$ cat src/rtl/hex_display_pkg.sv
// Shared types, segment constants and helpers for the multi-digit HEX display driver.
package hex_display_pkg;

    localparam logic [6:0] SEG_BLANK = 7'h7F;
    localparam logic [6:0] SEG_DASH  = 7'h3F;

    typedef enum logic {
        IDLE,
        CONVERT
    } state_t;

    // Active-low glyphs, bit 0 = top segment through bit 6 = middle segment.
    function automatic logic [6:0] glyph(input logic [3:0] d);
        logic [6:0] seg;
        case (d)
            4'h0:    seg = 7'h40;
            4'h1:    seg = 7'h79;
            4'h2:    seg = 7'h24;
            4'h3:    seg = 7'h30;
            4'h4:    seg = 7'h19;
            4'h5:    seg = 7'h12;
            4'h6:    seg = 7'h02;
            4'h7:    seg = 7'h78;
            4'h8:    seg = 7'h00;
            4'h9:    seg = 7'h10;
            4'hA:    seg = 7'h08;
            4'hB:    seg = 7'h03;
            4'hC:    seg = 7'h46;
            4'hD:    seg = 7'h21;
            4'hE:    seg = 7'h06;
            default: seg = 7'h0E;
        endcase
        return seg;
    endfunction

    // Largest value representable with n decimal digits; the caller truncates to its data width.
    function automatic logic [31:0] dec_limit(input int n);
        logic [31:0] v;
        v = 32'd1;
        for (int i = 0; i < n; i++) begin
            v = v * 32'd10;
        end
        return v - 32'd1;
    endfunction

endpackage

$ cat src/rtl/hex_seg_encoder.sv
// One digit of the display: nibble plus blank/dash overrides to active-low segments.
module hex_seg_encoder
    import hex_display_pkg::*;
(
    input  logic [3:0] digit,
    input  logic       blank,
    input  logic       dash,
    output logic [6:0] seg
);

    always_comb begin
        if (blank) begin
            seg = SEG_BLANK;
        end else if (dash) begin
            seg = SEG_DASH;
        end else begin
            seg = glyph(digit);
        end
    end

endmodule

$ cat src/rtl/hex_display_bank.sv
// Multi-digit seven-segment driver: hex or decimal (double-dabble) display with
// leading-zero blanking, per-digit blink and decimal overflow indication.
module hex_display_bank
    import hex_display_pkg::*;
#(
    parameter int NUM_DIGITS = 6,
    parameter int BLINK_HALF = 25_000_000
) (
    input  logic                    clock,
    input  logic                    reset,
    input  logic                    load_valid,
    output logic                    load_ready,
    input  logic [4*NUM_DIGITS-1:0] load_data,
    input  logic                    load_mode,
    input  logic                    blank_lz,
    input  logic [NUM_DIGITS-1:0]   blink_mask,
    output logic                    busy,
    output logic                    overflow,
    output logic [7*NUM_DIGITS-1:0] hex_out
);

    localparam int DATA_W = 4 * NUM_DIGITS;
    localparam int CW     = $clog2(DATA_W + 1);
    localparam int BW     = (BLINK_HALF > 1) ? $clog2(BLINK_HALF) : 1;

    localparam logic [DATA_W-1:0] DEC_LIMIT  = DATA_W'(dec_limit(NUM_DIGITS));
    localparam logic [CW-1:0]     LAST_ITER  = CW'(DATA_W);
    localparam logic [BW-1:0]     BLINK_LAST = BW'(BLINK_HALF - 1);

    state_t            state;
    logic [CW-1:0]     iter_cnt;
    logic              disp_valid;
    logic              disp_dash;
    logic              disp_lz;
    logic              lz_pending;
    logic [DATA_W-1:0] disp_digits;
    logic [DATA_W-1:0] bcd;
    logic [DATA_W-1:0] bcd_adj;
    logic [DATA_W-1:0] bin;
    logic [BW-1:0]     blink_cnt;
    logic              blink_phase;
    logic              accept;
    logic              over_limit;
    logic              all_zero;
    logic [NUM_DIGITS-1:0] lz_blank;
    logic [NUM_DIGITS-1:0] digit_blank;

    assign accept     = load_valid & load_ready;
    assign over_limit = load_data > DEC_LIMIT;

    // Control: handshake, FSM and display status flags.
    always_ff @(posedge clock) begin
        if (reset) begin
            state      <= IDLE;
            load_ready <= 1'b1;
            busy       <= 1'b0;
            overflow   <= 1'b0;
            disp_valid <= 1'b0;
            disp_dash  <= 1'b0;
            iter_cnt   <= '0;
        end else begin
            case (state)
                IDLE: begin
                    if (accept) begin
                        if (!load_mode) begin
                            disp_valid <= 1'b1;
                            disp_dash  <= 1'b0;
                            overflow   <= 1'b0;
                        end else if (over_limit) begin
                            disp_valid <= 1'b1;
                            disp_dash  <= 1'b1;
                            overflow   <= 1'b1;
                        end else begin
                            state      <= CONVERT;
                            busy       <= 1'b1;
                            load_ready <= 1'b0;
                            iter_cnt   <= '0;
                        end
                    end
                end
                CONVERT: begin
                    if (iter_cnt == LAST_ITER) begin
                        state      <= IDLE;
                        busy       <= 1'b0;
                        load_ready <= 1'b1;
                        disp_valid <= 1'b1;
                        disp_dash  <= 1'b0;
                        overflow   <= 1'b0;
                    end else begin
                        iter_cnt <= iter_cnt + 1'b1;
                    end
                end
                default: state <= IDLE;
            endcase
        end
    end

    always_comb begin
        bcd_adj = bcd;
        for (int j = 0; j < NUM_DIGITS; j++) begin
            if (bcd[4*j +: 4] >= 4'd5) begin
                bcd_adj[4*j +: 4] = bcd[4*j +: 4] + 4'd3;
            end
        end
    end

    // Datapath: no reset needed, the control flags above gate everything visible.
    always_ff @(posedge clock) begin
        if (accept) begin
            lz_pending <= blank_lz;
            if (!load_mode) begin
                disp_digits <= load_data;
                disp_lz     <= blank_lz;
            end else if (!over_limit) begin
                bin <= load_data;
                bcd <= '0;
            end
        end else if (state == CONVERT) begin
            if (iter_cnt == LAST_ITER) begin
                disp_digits <= bcd;
                disp_lz     <= lz_pending;
            end else begin
                {bcd, bin} <= {bcd_adj, bin} << 1;
            end
        end
    end

    always_ff @(posedge clock) begin
        if (reset) begin
            blink_cnt   <= '0;
            blink_phase <= 1'b0;
        end else if (blink_cnt == BLINK_LAST) begin
            blink_cnt   <= '0;
            blink_phase <= ~blink_phase;
        end else begin
            blink_cnt <= blink_cnt + 1'b1;
        end
    end

    // Walk down from the top digit; digit 0 is never blanked as a leading zero.
    always_comb begin
        all_zero = 1'b1;
        lz_blank = '0;
        for (int i = NUM_DIGITS - 1; i >= 0; i--) begin
            all_zero    = all_zero & (disp_digits[4*i +: 4] == 4'd0);
            lz_blank[i] = disp_lz & all_zero & (i != 0);
        end
    end

    always_comb begin
        digit_blank = '0;
        for (int i = 0; i < NUM_DIGITS; i++) begin
            digit_blank[i] = ~disp_valid
                           | (blink_phase & blink_mask[i])
                           | (lz_blank[i] & ~disp_dash);
        end
    end

    for (genvar i = 0; i < NUM_DIGITS; i++) begin : g_digit
        hex_seg_encoder u_enc (
            .digit (disp_digits[4*i +: 4]),
            .blank (digit_blank[i]),
            .dash  (disp_dash),
            .seg   (hex_out[7*i +: 7])
        );
    end

endmodule

$ cat config.mk
export PLATFORM = sky130hd
export DESIGN_NAME = hex_display_bank
export DESIGN_NICKNAME = d
export VERILOG_FILES = /design/src/rtl/hex_display_pkg.sv /design/src/rtl/hex_seg_encoder.sv /design/src/rtl/hex_display_bank.sv
export SDC_FILE = /design/constraint.sdc
export NUM_CORES = 1
export LEC_CHECK = 0
export ABC_AREA = 1
export CORE_ASPECT_RATIO = 1.4
export CORE_UTILIZATION = 57
export CTS_CLUSTER_SIZE = 28
export DETAILED_ROUTE_END_ITERATION = 8
export PLACE_DENSITY_LB_ADDON = 0.05
export SLEW_MARGIN = 10
export SYNTH_ARGS = -nofsm -noshare
export SYNTH_HDL_FRONTEND = slang
export SYNTH_HIERARCHICAL = 1
export SYNTH_SLANG_ARGS = --single-unit
$ cat constraint.sdc
create_clock -name clock -period 7.2 [get_ports clock]
set_clock_uncertainty 0.1 [all_clocks]
set_input_delay 2.16 -clock clock [delete_from_list [all_inputs] [get_ports clock]]
set_output_delay 2.16 -clock clock [all_outputs]
set_load 0.005 [all_outputs]
== Word-level counts from Yosys, hierarchy flattened ==
Memory sizes are Yosys's and may differ from the RTL's. A register that Yosys moved wholly into a read port is not among the register bits.
Index checks and enable logic that the tools add are counted.

* Bits in read-only memories: 672
* Logic and storage cells: 164
* Bits in registers: 110
* Memories: 6
* Bits of input ports: 35

* Reductions and logical operators: 13
* Muxes and demuxes: 69
* Add/subtract/negate cells: 8
* Bitwise logic cells: 36
* Equality and inequality tests: 12
* Order comparisons: 7

{| class="wikitable"
|+ Memories
! name !! depth !! width !! read ports !! clocked after memory_dff !! wr ports !! line !! text
|-
| (name not given) || 16 || 7 || 1 || 1 || 0 || hex_display_pkg.sv:15 || <nowiki>case (d)</nowiki>
|-
| (name not given) || 16 || 7 || 1 || 1 || 0 || hex_display_pkg.sv:15 ||
|-
| (name not given) || 16 || 7 || 1 || 1 || 0 || hex_display_pkg.sv:15 ||
|-
| (name not given) || 16 || 7 || 1 || 1 || 0 || hex_display_pkg.sv:15 ||
|-
| (name not given) || 16 || 7 || 1 || 1 || 0 || hex_display_pkg.sv:15 ||
|-
| (name not given) || 16 || 7 || 1 || 1 || 0 || hex_display_pkg.sv:15 ||
|}

{| class="wikitable"
|+ Operators with widths
! operator !! number
|-
| two-way mux 24 bit || 14
|-
| two-way mux 7 bit || 12
|-
| two-way mux 4 bit || 11
|-
| adder 25 x 1 -> 25 bit (second input constant) || 1
|-
| == test 25 bit (second input constant) || 1
|-
| greater-or-equal comparator 4 x 3 -> 1 bit (second input constant) || 6
|-
| greater-than comparator 24 x 20 -> 1 bit (second input constant) || 1
|-
| AND 1 bit || 21
|-
| two-way mux 1 bit || 21
|-
| adder 4 x 2 -> 4 bit (second input constant) || 5
|-
| zero test 4 bit || 5
|-
| two-way mux 5 bit || 4
|-
| inequality test 2 bit (second input constant) || 8
|-
| AND reduction 4 bit || 3
|-
| OR 1 bit || 11
|-
| one-hot mux 1 bit (2 select lines) || 5
|-
| one-hot mux 5 bit (2 select lines) || 1
|-
| AND reduction 3 bit || 2
|-
| adder 5 x 1 -> 5 bit (second input constant) || 1
|-
| == test 5 bit (second input constant) || 1
|-
| inverter 1 bit || 4
|-
| nonzero test 2 bit || 2
|-
| adder 3 x 2 -> 3 bit (second input constant) || 1
|-
| two-way mux 3 bit || 1
|-
| other kinds (3) || 3
|}

== Logic depth before layout (Yosys ltp) ==
* Depth after elaboration: 9
* Depth in mapped cells: 11
* Mapped depth without buffers: 11

== Cells and area by module ==
The synthesis kept the hierarchy.

{| class="wikitable"
|+ Modules (own cells, without submodules)
! module !! area an instance (µm²) !! cells an instance !! times used
|-
| hex_display_bank || 5,469.0 || 624 || 1
|-
| hex_seg_encoder at g_digit[0].u_enc ... || 329.1 || 56 || 4
|-
| hex_seg_encoder at g_digit[1].u_enc ... || 319.1 || 55 || 2
|}

== Worst setup path after synthesis ==
Ideal clock, no wire load.

* Kind: in2reg
* Start: in load_valid
* End: reg bcd[0] (enable)
* Setup time: 0.520 ns
* Path slack: 0.451 ns
* Arrival time: 6.129 ns
* Stages: 4
* Path through: nand2_1 > clkinv_1 > clkbuf_1 > o21ai_0

* Longest elaborated chain between the ends: 3

{| class="wikitable"
|+ Ends and longest elaborated chain
! what !! line !! text
|-
| start: declaration || hex_display_bank.sv:11 || <nowiki>input logic load_valid,</nowiki>
|-
| AND 1 bit (*) || hex_display_bank.sv:48 || <nowiki>assign accept = load_valid & load_ready;</nowiki>
|-
| inequality test 2 bit (no line) or nonzero test 2 bit (tied branches) || -- ||
|-
| AND reduction 4 bit (no line) (*) || -- ||
|-
| end signal: assignment || hex_display_bank.sv:123 || <nowiki>{bcd, bin} <= {bcd_adj, bin} << 1;</nowiki>
|-
| end: declaration || hex_display_bank.sv:37 || <nowiki>logic [DATA_W-1:0] bcd;</nowiki>
|}

Mark *: on every way between the ends. The rest lies on a longest branch, timed or not.
A chain may end at the register's enable or synchronous reset.

== Worst setup path in the final report ==
* Start: in blink_mask[1]
* End: out hex_out[9]

* Longest elaborated chain between the ends: 4

{| class="wikitable"
|+ Ends and longest elaborated chain
! what !! line !! text
|-
| start: declaration || hex_display_bank.sv:16 || <nowiki>input logic [NUM_DIGITS-1:0] blink_mask,</nowiki>
|-
| AND 1 bit || hex_display_bank.sv:154 || <nowiki>| (blink_phase & blink_mask[i])</nowiki>
|-
| OR 1 bit || hex_display_bank.sv:154 ||
|-
| OR 1 bit || hex_display_bank.sv:155 || <nowiki>| (lz_blank[i] & ~disp_dash);</nowiki>
|-
| via digit_blank[1] || hex_display_bank.sv:46 || <nowiki>logic [NUM_DIGITS-1:0] digit_blank;</nowiki>
|-
| two-way mux 7 bit || hex_seg_encoder.sv:12 || <nowiki>if (blank) begin</nowiki>
|-
| end: declaration || hex_display_bank.sv:19 || <nowiki>output logic [7*NUM_DIGITS-1:0] hex_out</nowiki>
|}

The timed path passes the listed nets, and every way through them passes these cells.

==> flow_summary_export.csv <==
group,metric,value,unit
drt,avgViaCountPerCell,5.31,
final_layout,layout_common_cells,"280 x nand2_1, 105 x inv_1, 103 x nand3_1",
sta,setup_tns,0,ps
logic_synthesis,yosysTopAreaCell,"edfxtp_1",
sta,rsz0062_at_grt,"false",
critical_path,crit_top_cell,"clkdlybuf4s50_1",
flow_run,maxCapViolations,0,
final_layout,multiInputGateArea,3880,um2
logic_synthesis,yosysTopAreaCellShare,29.9,%
global_route,antenna_found_initial,0,
logic_synthesis,ys_seq_area_share,39.6,%
drt,wl_met1,6.77,mm
power_and_ir_drop,powerDensity,160,nW/um2
clock_tree,clockBufferDepth,2,
drt,route.detailed.drc,4,
critical_path,critPathTopFamily,"buffers and inverters",
sta,worstMarginPinSlew,849,ps
critical_path,worstPathCellList,"clkdlybuf4s50_1 -> a21oi_1 -> o21ai_0 -> nor2_1 -> o211ai_1 -> clkdlybuf4s50_1",
logic_synthesis,syn_nets,1056,
sta,layout_min_cycle_time,6090,ps
logic_synthesis,synthTopCellsByArea,"edfxtp_1 30%, nand2_1 14%, ha_1 11%, dfxtp_1 9.7%, nand3_1 6.9%",
logic_synthesis,synth-warning-count,6,
critical_path,cp_slowest_stage_delay,470,ps
run_status,violations,"design-rule violations",
clock_tree,postCtsResizedCells,0,
placement,dpl.hpwl,12.2,mm
clock_tree,cts.clk_slew.worst_paths,70,ps
floorplanning,ioPinCount,80,
critical_path,crit_required,4940,ps
final_layout,drive_gt1_share,6.57,%
clock_tree,cts_buffers,9,
placement,routabilityCongestion,0.935,
placement,io_buffers,79,
hold_path,hp-class,"flop to flop",
power_and_ir_drop,leakage,3.72,nW
critical_path,cp-start-kind,"primary input",
drt,first_iter_violations,300,
clock_tree,insertion_delay,350,ps
clock_tree,cts_setup_buffers,0,
global_route,grt_pass1_wl,26.2,mm
logic_synthesis,synthFlopType,"edfxtp_1",
critical_path,path_max_fanout,6,
floorplanning,start_util,58.2,%
critical_path,crit_type,"primary input to primary output",
sta,setup_violations,0,
run_status,status,"finished with violations",
logic_synthesis,async_reset_ff_share,0,%
sta,hold_ws,381,ps
final_layout,layout_commonest_cell,"nand2_1",
sta,fin_ws,1110,ps
critical_path,worst_setup_path_end_kind,"primary output",
floorplanning,core,12800,um2
power_and_ir_drop,irDropWorstVdd,0.168,mV
drt,wl_met2,8.21,mm
global_route,grt_max_degree,53,
critical_path,worstPathArrival,3830,ps
power_and_ir_drop,p_total,1.37,mW
drt,highest_layer,"met4",
placement,pre_cts_ws,1090,ps
sta,timing.fmax,164,MHz
floorplanning,die_x,98.5,um
sta,relSlewSlack,43.2,%
final_layout,seq_area,2940,um2
floorplanning,fp-row-count,49,
clock_tree,cts_root_buffer,"clkbuf_16",
final_layout,antenna_cells,0,
logic_synthesis,synthCells,958,
sta,fin_crit_sh,84.5,%
final_layout,nFillCells,1095,
logic_synthesis,synthesis.area,7420,um2
clock_tree,tritoncts,"done",
drt,ant_nets,0,
clock_tree,cts_sinks,110,
global_route,overflow,0,
drt,wl_met3,566,um
drt,firstDrtPassIters,9,
logic_synthesis,yosys_register_bits,110,
final_layout,nets,1128,
global_route,globalRouteTotalUtil,24.4,%
logic_synthesis,synth.distinct_cells,40,
logic_synthesis,syn_avg_cell_area,7.75,um2
critical_path,cp_slowest_cell,"clkdlybuf4s50_1",
final_layout,fin_cells,1188,
critical_path,crit_buf_inv,2,
clock_tree,ctsHoldBuffers,0,
clock_tree,htreeDepth,3,
placement,dpl.cell_count,1172,
floorplanning,die_h,137,um
drt,wl,15.9,mm
global_route,grt_pass1_vias,5769,
drt,vias,6313,
sta,hold_viol,0,
sta,slew_viol_final,0,
final_layout,area_growth,15.3,%
drt,wl_per_cell,13.4,um
floorplanning,die_area,13500,um2
logic_synthesis,synth_edf_count,74,
## metal layers
| layer | vias up | GRT usage, % |
|---|---|---|
| met3 | 29 | 3.52 |
| met5 | - | 0 |
| met4 | 0 | 8.87 |
| met2 | 146 | 45.4 |
| li1 | 3307 | - |
| met1 | 2831 | 28.4 |
## area by class of cell
cell class | count | area share, %
Multi-Input combinational cell | 710 | 45.4
Sequential cell | 110 | 34.4
Timing Repair Buffer | 84 | 9.68
Inverter | 115 | 5.10
Clock buffer | 10 | 2.68
Tap cell | 153 | 2.24
Clock inverter | 6 | 0.526
## metrics by stage
step           cell area, um2  util [%]
3_3_place_gp             8280      64.9
4_1_cts                  8560      67.1
5_1_grt                  8560      67.1
3_5_place_dp             8280      64.9
2_1_floorplan            7420         -
6_report                 8560      67.1
## final timing paths
kind                            startpoint                        to  slack, ps  depth (start not counted)
setup reg to reg   load_ready$_SDFFE_PP1P_          bin[6]$_DFFE_PP_       4550                          5
setup / recovery             blink_mask[1]                hex_out[9]       1110                          6
hold / removal    blink_cnt[19]$_SDFF_PP0_  blink_cnt[19]$_SDFF_PP0_        380                          2
hold reg to reg   blink_cnt[19]$_SDFF_PP0_  blink_cnt[19]$_SDFF_PP0_        380                          2
## power breakdown
part           total, mW  switching (mW)  internal (mW)
combinational      0.194           0.102         0.0919
clock              0.464           0.226          0.238
sequential         0.708          0.0194          0.688
total               1.37           0.348           1.02
## cells in the mapped netlist (4+ instances only)
library cell and n:
xor2_1 4, a21oi_1 30, inv_1 105, nand3_1 103
nand2_1 280, o21ai_0 54, nor2_2 5, clkbuf_1 7
o211a_1 5, o211ai_1 8, nor4_1 5, nand4_1 15
buf_6 6, edfxtp_1 74, nand2_4 5, nor2_1 71
inv_2 6, a22oi_1 10, a21oi_2 10, or2_2 11
dfxtp_1 36, nor3_1 13, ha_1 63, buf_4 6
## logic make-up (layout without fill, tap and decap cells)
kind of cell	count (synthesis)	after routing	synth area share, %
AO/OA/AOI/OAI	120	120	9.69
XOR/XNOR	7	7	0.826
adder cells (fa/ha/maj)	63	63	10.6
buffers and inverters	138	215	8.26
flip-flops	110	110	39.6
AND/OR/NAND/NOR	520	520	31.0
## tightest hold or removal path: cells and delay by family, from the launching register on
kind | cells | cell delay (ps)
and+or+nand+nor | 1 | 60
DFF | 1 | 320
AOI/OAI and AO/OA | 1 | 60
## state kept, by name (all words and copies together) (netlist names)
name,count
blink_cnt,25
bcd,24
bin,24
disp_digits,24
iter_cnt,5
blink_phase,1
busy,1
disp_dash,1
disp_lz,1
disp_valid,1
load_ready,1
lz_pending,1
state,1
Power figures use the tool's default switching activity.
